[src/rtl/gpmc_pkg.sv]
// Shared types and defaults for the GPMC responder: FSM state encoding, bus width,
// synchroniser depth and watchdog timeout.
package gpmc_pkg;

  localparam int AD_W               = 16;
  localparam int SYNC_STAGES_DEF    = 2;
  localparam int TIMEOUT_CYCLES_DEF = 4096;

  typedef enum logic [2:0] {
    ST_IDLE  = 3'd0,
    ST_ADDR  = 3'd1,
    ST_WAIT  = 3'd2,
    ST_WRITE = 3'd3,
    ST_READ  = 3'd4,
    ST_RDDRV = 3'd5
  } gpmc_state_e;

endpackage

[src/rtl/gpmc_sync.sv]
// N-stage synchroniser bank for the four GPMC strobes plus the muxed A/D bus.
// All lanes share one delay line so data stays aligned with its strobes.
module gpmc_sync
  import gpmc_pkg::*;
#(
  parameter int N = SYNC_STAGES_DEF
) (
  input  logic            clk,
  input  logic            rst_n,
  input  logic            csn_i,
  input  logic            advn_i,
  input  logic            wein_i,
  input  logic            oen_i,
  input  logic [AD_W-1:0] ad_i,
  output logic            csn_o,
  output logic            advn_o,
  output logic            wein_o,
  output logic            oen_o,
  output logic [AD_W-1:0] ad_o
);

  localparam int BW = AD_W + 4;
  // Strobes reset to their inactive (high) level so no false edge appears after reset.
  localparam logic [BW-1:0] RST_VAL = {4'hF, {AD_W{1'b0}}};

  logic [BW-1:0] stage_q [N];

  genvar gi;
  generate
    for (gi = 0; gi < N; gi++) begin : g_stage
      if (gi == 0) begin : g_first
        always_ff @(posedge clk or negedge rst_n) begin
          if (!rst_n) stage_q[gi] <= RST_VAL;
          else        stage_q[gi] <= {csn_i, advn_i, wein_i, oen_i, ad_i};
        end
      end else begin : g_rest
        always_ff @(posedge clk or negedge rst_n) begin
          if (!rst_n) stage_q[gi] <= RST_VAL;
          else        stage_q[gi] <= stage_q[gi-1];
        end
      end
    end
  endgenerate

  assign {csn_o, advn_o, wein_o, oen_o, ad_o} = stage_q[N-1];

endmodule

[src/rtl/gpmc_target.sv]
// GPMC responder (async, 16-bit muxed A/D, one chip select) turning host cycles into
// single-cycle register strobes. Optional watchdog abort: define GPMC_WATCHDOG_EN.
module gpmc_target
  import gpmc_pkg::*;
#(
  parameter int SYNC_STAGES    = SYNC_STAGES_DEF,
  parameter int TIMEOUT_CYCLES = TIMEOUT_CYCLES_DEF
) (
  input  logic            clk_100M,
  input  logic            reset_n,
  input  logic [AD_W-1:0] gpmc_ad_in,
  output logic [AD_W-1:0] gpmc_ad_out,
  output logic            gpmc_ad_oe,
  input  logic            gpmc_advn,
  input  logic            gpmc_csn1,
  input  logic            gpmc_wein,
  input  logic            gpmc_oen,
  output logic [AD_W-1:0] reg_addr,
  output logic [AD_W-1:0] reg_wdata,
  output logic            reg_wr,
  output logic            reg_rd,
  input  logic [AD_W-1:0] reg_rdata,
  output logic            bus_err
);

  logic            csn_s, advn_s, wein_s, oen_s;
  logic [AD_W-1:0] ad_s;
  logic            csn_p_q, advn_p_q, wein_p_q, oen_p_q;
  logic [AD_W-1:0] ad_p_q;
  logic            oe_q;
  gpmc_state_e     state_q;
  logic            wd_hit;

  gpmc_sync #(.N(SYNC_STAGES)) u_sync (
    .clk    (clk_100M),
    .rst_n  (reset_n),
    .csn_i  (gpmc_csn1),
    .advn_i (gpmc_advn),
    .wein_i (gpmc_wein),
    .oen_i  (gpmc_oen),
    .ad_i   (gpmc_ad_in),
    .csn_o  (csn_s),
    .advn_o (advn_s),
    .wein_o (wein_s),
    .oen_o  (oen_s),
    .ad_o   (ad_s)
  );

  wire csn_rise  = csn_s  & ~csn_p_q;
  wire advn_rise = advn_s & ~advn_p_q;
  wire wein_rise = wein_s & ~wein_p_q;
  wire wein_fall = ~wein_s & wein_p_q;
  wire oen_rise  = oen_s  & ~oen_p_q;
  wire oen_fall  = ~oen_s & oen_p_q;

  // Bus-fight guard: the pad is only driven while the host is actually reading us.
  assign gpmc_ad_oe = oe_q & ~csn_s & ~oen_s;

`ifdef GPMC_WATCHDOG_EN
  localparam int WD_W = ($clog2(TIMEOUT_CYCLES + 1) > 12) ? $clog2(TIMEOUT_CYCLES + 1) : 12;
  logic [WD_W-1:0] wd_q;

  always_ff @(posedge clk_100M or negedge reset_n) begin
    if (!reset_n)                wd_q <= '0;
    else if (state_q == ST_IDLE) wd_q <= '0;
    else                         wd_q <= wd_q + 1'b1;
  end

  assign wd_hit = (wd_q == WD_W'(TIMEOUT_CYCLES - 1));
`else
  assign wd_hit = 1'b0;
`endif

  always_ff @(posedge clk_100M or negedge reset_n) begin
    if (!reset_n) begin
      state_q     <= ST_IDLE;
      csn_p_q     <= 1'b1;
      advn_p_q    <= 1'b1;
      wein_p_q    <= 1'b1;
      oen_p_q     <= 1'b1;
      ad_p_q      <= '0;
      reg_addr    <= '0;
      reg_wdata   <= '0;
      reg_wr      <= 1'b0;
      reg_rd      <= 1'b0;
      gpmc_ad_out <= '0;
      oe_q        <= 1'b0;
      bus_err     <= 1'b0;
    end else begin
      csn_p_q  <= csn_s;
      advn_p_q <= advn_s;
      wein_p_q <= wein_s;
      oen_p_q  <= oen_s;
      ad_p_q   <= ad_s;
      reg_wr   <= 1'b0;
      reg_rd   <= 1'b0;
      if (csn_rise) begin
        // A write whose WE and CS deassert in the same sample still completes.
        state_q <= ST_IDLE;
        oe_q    <= 1'b0;
        if (state_q == ST_WRITE && wein_rise) begin
          reg_wdata <= ad_p_q;
          reg_wr    <= 1'b1;
        end
        if (state_q == ST_ADDR) bus_err <= 1'b1;
      end else if (wd_hit) begin
        state_q <= ST_IDLE;
        oe_q    <= 1'b0;
        bus_err <= 1'b1;
      end else begin
        case (state_q)
          ST_IDLE: if (!csn_s && !advn_s) state_q <= ST_ADDR;
          ST_ADDR: if (advn_rise) begin
            reg_addr <= ad_p_q;
            state_q  <= ST_WAIT;
          end
          ST_WAIT: begin
            if (!advn_s)               state_q <= ST_ADDR;
            else if (!wein_s && !oen_s) bus_err <= 1'b1;
            else if (wein_fall)        state_q <= ST_WRITE;
            else if (oen_fall) begin
              reg_rd  <= 1'b1;
              state_q <= ST_READ;
            end
          end
          ST_WRITE: if (wein_rise) begin
            reg_wdata <= ad_p_q;
            reg_wr    <= 1'b1;
            state_q   <= ST_WAIT;
          end
          ST_READ: begin
            if (!advn_s) state_q <= ST_ADDR;
            else begin
              gpmc_ad_out <= reg_rdata;
              oe_q        <= 1'b1;
              state_q     <= ST_RDDRV;
            end
          end
          ST_RDDRV: begin
            if (!advn_s) begin
              oe_q    <= 1'b0;
              state_q <= ST_ADDR;
            end else if (oen_rise) begin
              oe_q    <= 1'b0;
              state_q <= ST_WAIT;
            end
          end
          default: state_q <= ST_IDLE;
        endcase
      end
    end
  end

endmodule

[config.mk]
export PLATFORM = sky130hd
export DESIGN_NAME = gpmc_target
export DESIGN_NICKNAME = d
export VERILOG_FILES = /design/src/rtl/gpmc_pkg.sv /design/src/rtl/gpmc_sync.sv /design/src/rtl/gpmc_target.sv
export SDC_FILE = /design/constraint.sdc
export NUM_CORES = 1
export LEC_CHECK = 0
export CAP_MARGIN = 20
export CELL_PAD_IN_SITES_DETAIL_PLACEMENT = 0
export CELL_PAD_IN_SITES_GLOBAL_PLACEMENT = 1
export CORE_ASPECT_RATIO = 0.9
export CORE_MARGIN = 2
export CORE_UTILIZATION = 30
export CTS_CLUSTER_DIAMETER = 120
export CTS_CLUSTER_SIZE = 28
export DETAILED_ROUTE_END_ITERATION = 12
export HOLD_SLACK_MARGIN = 0.02
export PLACE_DENSITY = 0.72
export SETUP_SLACK_MARGIN = 0.02
export SYNTH_ARGS = -nofsm -noshare
export SYNTH_HDL_FRONTEND = slang
export SYNTH_SLANG_ARGS = --single-unit
[constraint.sdc]
create_clock -name clk_100M -period 1.87 [get_ports clk_100M]
set_input_delay 0.187 -clock clk_100M [delete_from_list [all_inputs] [get_ports clk_100M]]
set_output_delay 0.187 -clock clk_100M [all_outputs]
set_load 0.005 [all_outputs]
==> results.py <==
metrics = {
    "floorplanning": {
        "die_h_um": 112,
        "row_count": 39,
        "io_pins": 90,
        "start_util_pct": 30.7,
        "die_w_um": 124,
        "dieArea_mm2": 0.0139,
        "core_mm2": 0.0127,
    },
    "timing": {
        "relSlewSlack_pct": 62.4,
        "finClkSkew_ns": 0.0126,
        "finalSetupViolations": 0,
        "period_share_pct": 92.7,
        "fin_setup_tns_ns": 0,
        "fin_crit_ns": 1.73,
        "worstMarginPinSlew_ns": 0.565,
        "hold_viol": 0,
        "final_max_slew_viol_count": 0,
        "clock.fmax_ghz": 0.577,
        "rsz0062_at_grt": "false",
        "fin_ws_ns": 0.136,
    },
    "final_layout": {
        "design_area_mm2": 0.00561,
        "nNetsFinal": 364,
        "nFillCells": 1147,
        "drive_above_1_share_pct": 28.6,
        "diodes": 0,
        "areaGrowthSynthToFinish_pct": 43.9,
        "stdcell_count": 503,
    },
    "flow_run": {
        "cap_viol_max_count": 0,
    },
    "min_path": {
        "hold_path_class": "in2reg",
        "min_path_cells": 1,
        "worstHoldStart": "gpmc_wein",
        "worst_hold_path.endpoint": "u_sync.stage_q[37]",
    },
    "route": {
        "drtIter0Drc": 90,
        "wl_met2_um": 3630,
        "top_layer_used": "met4",
        "drc": 0,
        "vias": 2172,
        "wl_per_cell_um": 14.6,
        "wl_met1_um": 3060,
        "postRouteAntennaNets": 0,
        "drt_pass1_iterations": 4,
        "viasPerCell": 4.32,
        "route.met3.wl_um": 545,
        "drt_wl_total_um": 7340,
    },
    "clocking": {
        "clk_latency_ns": 0.40,
        "clk_path_buf_depth": 2,
        "cts_tree": "done",
        "clk_pin_slew_ns": 0.05,
        "cts.sinks": 115,
        "cts_max_level": 4,
        "cts_buffers": 17,
        "cts_root_buf": "clkbuf_16",
    },
    "grt": {
        "grt_pass1_wl_um": 12000,
        "grt-ovfl-total": 0,
        "grt_pass1_vias": 2360,
        "grt_max_degree": 46,
        "antenna_found_initial": 0,
        "grt_use_total_pct": 11.6,
    },
    "placement": {
        "place_inst": 470,
        "place_area_mm2": 0.00501,
        "gp_congestion": 0.698,
        "port_buffers": 89,
        "dp_hpwl_um": 4930,
        "place_ws_ns": 0.134,
    },
    "power_and_ir_drop": {
        "power_mw": 8.59,
        "ir_drop_mv": 0.769,
        "power_density_mw_per_mm2": 1530,
        "power_leakage_nw": 2.43,
    },
    "worst_setup_path": {
        "path_cells": "and2b_1 -> and4b_1 -> buf_12 -> mux2_2",
        "cp-start-kind": "register",
        "cpMaxStageDelayCell": "dfstp_2",
        "cp_slowest_stage_delay_ns": 0.61,
        "cp_data_required_time_ns": 2.16,
        "r2r_slack_ns": 0.14,
        "worstSetupPathType": "reg2reg",
        "crit_arrival_ns": 2.02,
        "r2r_cells": 4,
        "path_max_fanout": 15,
        "r2r-end": "gpmc_ad_out[4]",
        "cp_top_family": "flip-flops",
        "r2r_start": "u_sync.advn_o",
        "end_kind": "register",
        "crit_buf_inv": 1,
    },
    "yosys": {
        "ys.flop_type": "dfrtp_1",
        "seq_area_frac_synth_pct": 74.2,
        "ys_warn_count": 0,
        "synth-edff-count": 0,
        "synthCells": 217,
        "synth_area_leader_cell": "dfrtp_1",
        "avgSynthCellArea_um2": 18.0,
        "synth_area_mm2": 0.00390,
        "synth.top_cell.area_share_pct": 66.2,
        "syn-num-nets": 255,
        "ys_seq_elements": 115,
        "async_flop_share_pct": 100,
        "yosysUniqueCellTypes": 36,
        "synth.area.top_cells": "dfrtp_1 66%, mux2_2 8.7%, dfstp_2 8.1%, mux2_4 3.5%, mux2_1 2.6%",
    },
    "run_status": {
        "status": "finished clean",
    },
}
-- sequential cells by signal (all words and copies together) (netlist names) --
register,cells
reg_wr,1
u_sync.wein_o,1
wein_p_q,1
reg_addr,16
u_sync.ad_o,16
oe_q,1
u_sync.oen_o,1
oen_p_q,1
advn_p_q,1
ad_p_q,16
u_sync.advn_o,1
bus_err,1
state_q,3
reg_rd,1
gpmc_ad_out,16
u_sync.csn_o,1
csn_p_q,1
reg_wdata,16
u_sync.stage_q,20
-- repair_timing --
item | 4_1_cts | 5_1_grt
hold endpoints to repair | 38 | 0
hold buffers | 1 | 0
buffers inserted | 0 | 0
gates resized for setup | 1 | 1
setup endpoints to repair | 1 | 1
-- routing by layer --
layer	GRT usage [%]	up-vias
met5	0	-
met3	5.69	8
li1	-	987
met2	17.5	68
met1	13.8	1109
met4	5.84	0
-- cells in the mapped netlist, types with 2 or more instances --
cell type and count:
dfrtp_1 103, mux2_2 30, dfstp_2 12, mux2_1 9, mux2_4 9, nand2b_1 5
nor2b_1 5, a21oi_1 4, nand2_1 4, buf_6 3, a311oi_1 2, a41oi_1 2
and2b_1 2, and3b_1 2, and4b_1 2, buf_4 2, nor3b_1 2
-- worst register-to-register path: stages (launching register included) --
cell     delay, ns
dfstp_2       0.61
and2b_1       0.22
and4b_1       0.29
buf_12        0.17
mux2_2        0.34
-- layout make-up --
type                       instances  area (µm²)  area share (%)
clock buffer                      19         453            8.08
timing repair buffer              97         988            17.6
inverter                           1        3.75          0.0669
tap                              164         205            3.66
multi-input combinational         94         936            16.7
clock inverter                    13         126            2.25
sequential                       115        2890            51.6
-- logic make-up (layout without fill, tap and decap cells) --
| logic type | after synthesis | after routing | synth area share [%] |
|---|---|---|---|
| AO/OA/AOI/OAI | 13 | 13 | 2.57 |
| buffers and inverters | 8 | 130 | 1.86 |
| flip-flops | 115 | 115 | 74.2 |
| multiplexers | 48 | 48 | 14.7 |
| AND/OR/NAND/NOR | 33 | 33 | 6.58 |
-- layout by cell type, fill, tap and decap left out, drive strengths merged, types with 2 or more instances in the layout --
| cell | synthesis | final |
|---|---|---|
| nor2b | 5 | 5 |
| and3b | 2 | 2 |
| nand2b | 5 | 5 |
| nand4b | 2 | 2 |
| inv | 1 | 4 |
| clkbuf | 0 | 19 |
| mux2 | 48 | 48 |
| and4b | 2 | 2 |
| nor3b | 2 | 2 |
| clkinvlp | 0 | 4 |
| clkinv | 0 | 5 |
| buf | 7 | 8 |
| a311oi | 2 | 2 |
| nand2 | 4 | 4 |
| dfstp | 12 | 12 |
| clkdlybuf4s50 | 0 | 88 |
| and2b | 2 | 2 |
| a41oi | 2 | 2 |
| a21oi | 4 | 4 |
| dfrtp | 103 | 103 |
-- where the power goes --
group          leakage [nW]  internal (mW)  switching, mW
clock network         0.273           1.91           1.14
logic                 0.776           1.45          0.628
registers              1.38           3.09          0.366
total                  2.43           6.45           2.14
-- metrics by stage --
step	util (%)	hold slack, ns
finish	44.2	0.189
global route	44.2	0.171
global placement	39.5	0.209
detailed placement	39.5	0.221
CTS	44.2	0.171
floorplan	-	-0.109
-- worst max path at each step --
stage | endpoint | from | cells past startpoint
after floorplan | reg_wdata[10] | u_sync.wein_o | 4
final | gpmc_ad_out[4] | u_sync.advn_o | 4
after global placement | reg_addr[2] | state_q[0] | 3
after global routing | reg_addr[5] | state_q[2] | 3
after CTS | gpmc_ad_oe | u_sync.csn_o | 2
after detailed placement | gpmc_ad_out[4] | u_sync.advn_o | 4
(Power assumes the default switching activity.)
==> patch, RTL diff (same settings) <==
Change the package constant `SYNC_STAGES_DEF` from 2 to 1.
--- a/src/rtl/gpmc_pkg.sv
+++ b/src/rtl/gpmc_pkg.sv
@@ -3,7 +3,7 @@
 package gpmc_pkg;
 
   localparam int AD_W               = 16;
-  localparam int SYNC_STAGES_DEF    = 2;
+  localparam int SYNC_STAGES_DEF    = 1;
   localparam int TIMEOUT_CYCLES_DEF = 4096;
 
   typedef enum logic [2:0] {
Formal check against the unedited RTL: not equivalent (a bounded check fails within 4 cycles, from zero or initial values and one cycle with reset_n low).
==> patch against the original RTL <==
- total power down 21%
- sequential cell count decreased by 20
- cell area fell by 14%
- synthesized cell count increased by 9.7%
- clock power down 34%
- count of clock-buffer cells in the layout shrank 10
- worst setup slack lost 110 ps
- wire length fell by 1.6%
- area after synthesis decreased by 14%
- critical endpoint is now reg_addr[6]
==> patch: results (changes against the original RTL) <==
| Result | Value | Unit | vs unedited |
|---|---|---|---|
| Non-Filler Instances | 497 | - | was 503 |
| Top cells by instance count after synthesis | 87 x sky130_fd_sc_hd__dfrtp_1, 57 x sky130_fd_sc_hd__nand2_1, 22 x sky130_fd_sc_hd__mux2_2 | - | was 103 x sky130_fd_sc_hd__dfrtp_1, 30 x sky130_fd_sc_hd__mux2_2, 12 x sky130_fd_sc_hd__dfstp_2 |
| Beginning of the critical path | csn_p_q | - | was u_sync.advn_o |
| Maximum vdd ir drop | 0.000791 | V | was 0.000769 V |
| Critical path's top delay family | simple AND/OR/NAND/NOR gates | - | was flip-flops |
| Sequential portion of the cell area | 49.3 | % | was 51.6% |
| Detailed-route wire length | 7220 | um | was 7340 um |
| Syn Inst Count | 238 | - | was 217 |
| Number of vias in the routed layout | 2192 | - | was 2172 |
| Non-clock inverter count in the final layout | 3 | - | was 1 |
| Startpoint of the tightest hold check path | gpmc_advn | - | was gpmc_wein |
| H-tree level count | 3 | - | was 4 |
| Post-DP HPWL | 4760 | um | was 4930 um |
| Pin count of the biggest net entering global routing | 44 | - | was 46 |
| Number of nets produced by synthesis | 276 | - | was 255 |
| Result of the run | finished clean | - | unchanged |
| Number of multi-input combinational cells in the layout | 132 | - | was 94 |
| Fin worst setup slack | 30.3 | ps | was 136 ps |
| Clock latency of the later-clocked register in the worst-skew pair | 340 | ps | was 400 ps |
| Static Leakage | 2.19 | nW | was 2.43 nW |
| Slew at the pin closest to its max-slew limit | 389 | ps | was 565 ps |
| Max FO, Critical Path | 8 | - | was 15 |
| Nonclk buf count | 99 | - | was 97 |
| Total routing resource utilization after global routing | 12.4 | % | was 11.6% |
| Proportion of cell area occupied by multi-input gates | 19.1 | % | was 16.7% |
patch: worst paths after layout:
path | end | slack, ps | cells after the start
setup / recovery | reg_addr[6] | 30 | 4
hold / removal | u_sync.stage_q[18] | 260 | 1
setup reg to reg | reg_addr[6] | 30 | 4
hold reg to reg | ad_p_q[5] | 350 | 0
max in group asynchronous | reg_wdata[4] | 880 | 3
min in group asynchronous | gpmc_ad_out[8] | 300 | 2
patch: power by group:
group	total (W)	internal [W]	switching [W]
combinational	0.00186	0.00126	0.000600
sequential	0.00288	0.00257	0.000306
clock	0.00202	0.00120	0.000821
patch: routing by layer:
layer | wire (um) | track usage, % | share of wire, %
met3 | 558 | 5.30 | 7.7
met4 | 95 | 4.56 | 1.3
met5 | 0 | 0 | 0
met2 | 3470 | 19.3 | 48
met1 | 3100 | 15.2 | 43
patch: logic make-up after synthesis:
group / share of synthesized area [%]
and+or+nand+nor: 12.0
buffers and inverters: 2.01
AOI/OAI and AO/OA: 2.95
DFF: 71.2
muxes: 11.9
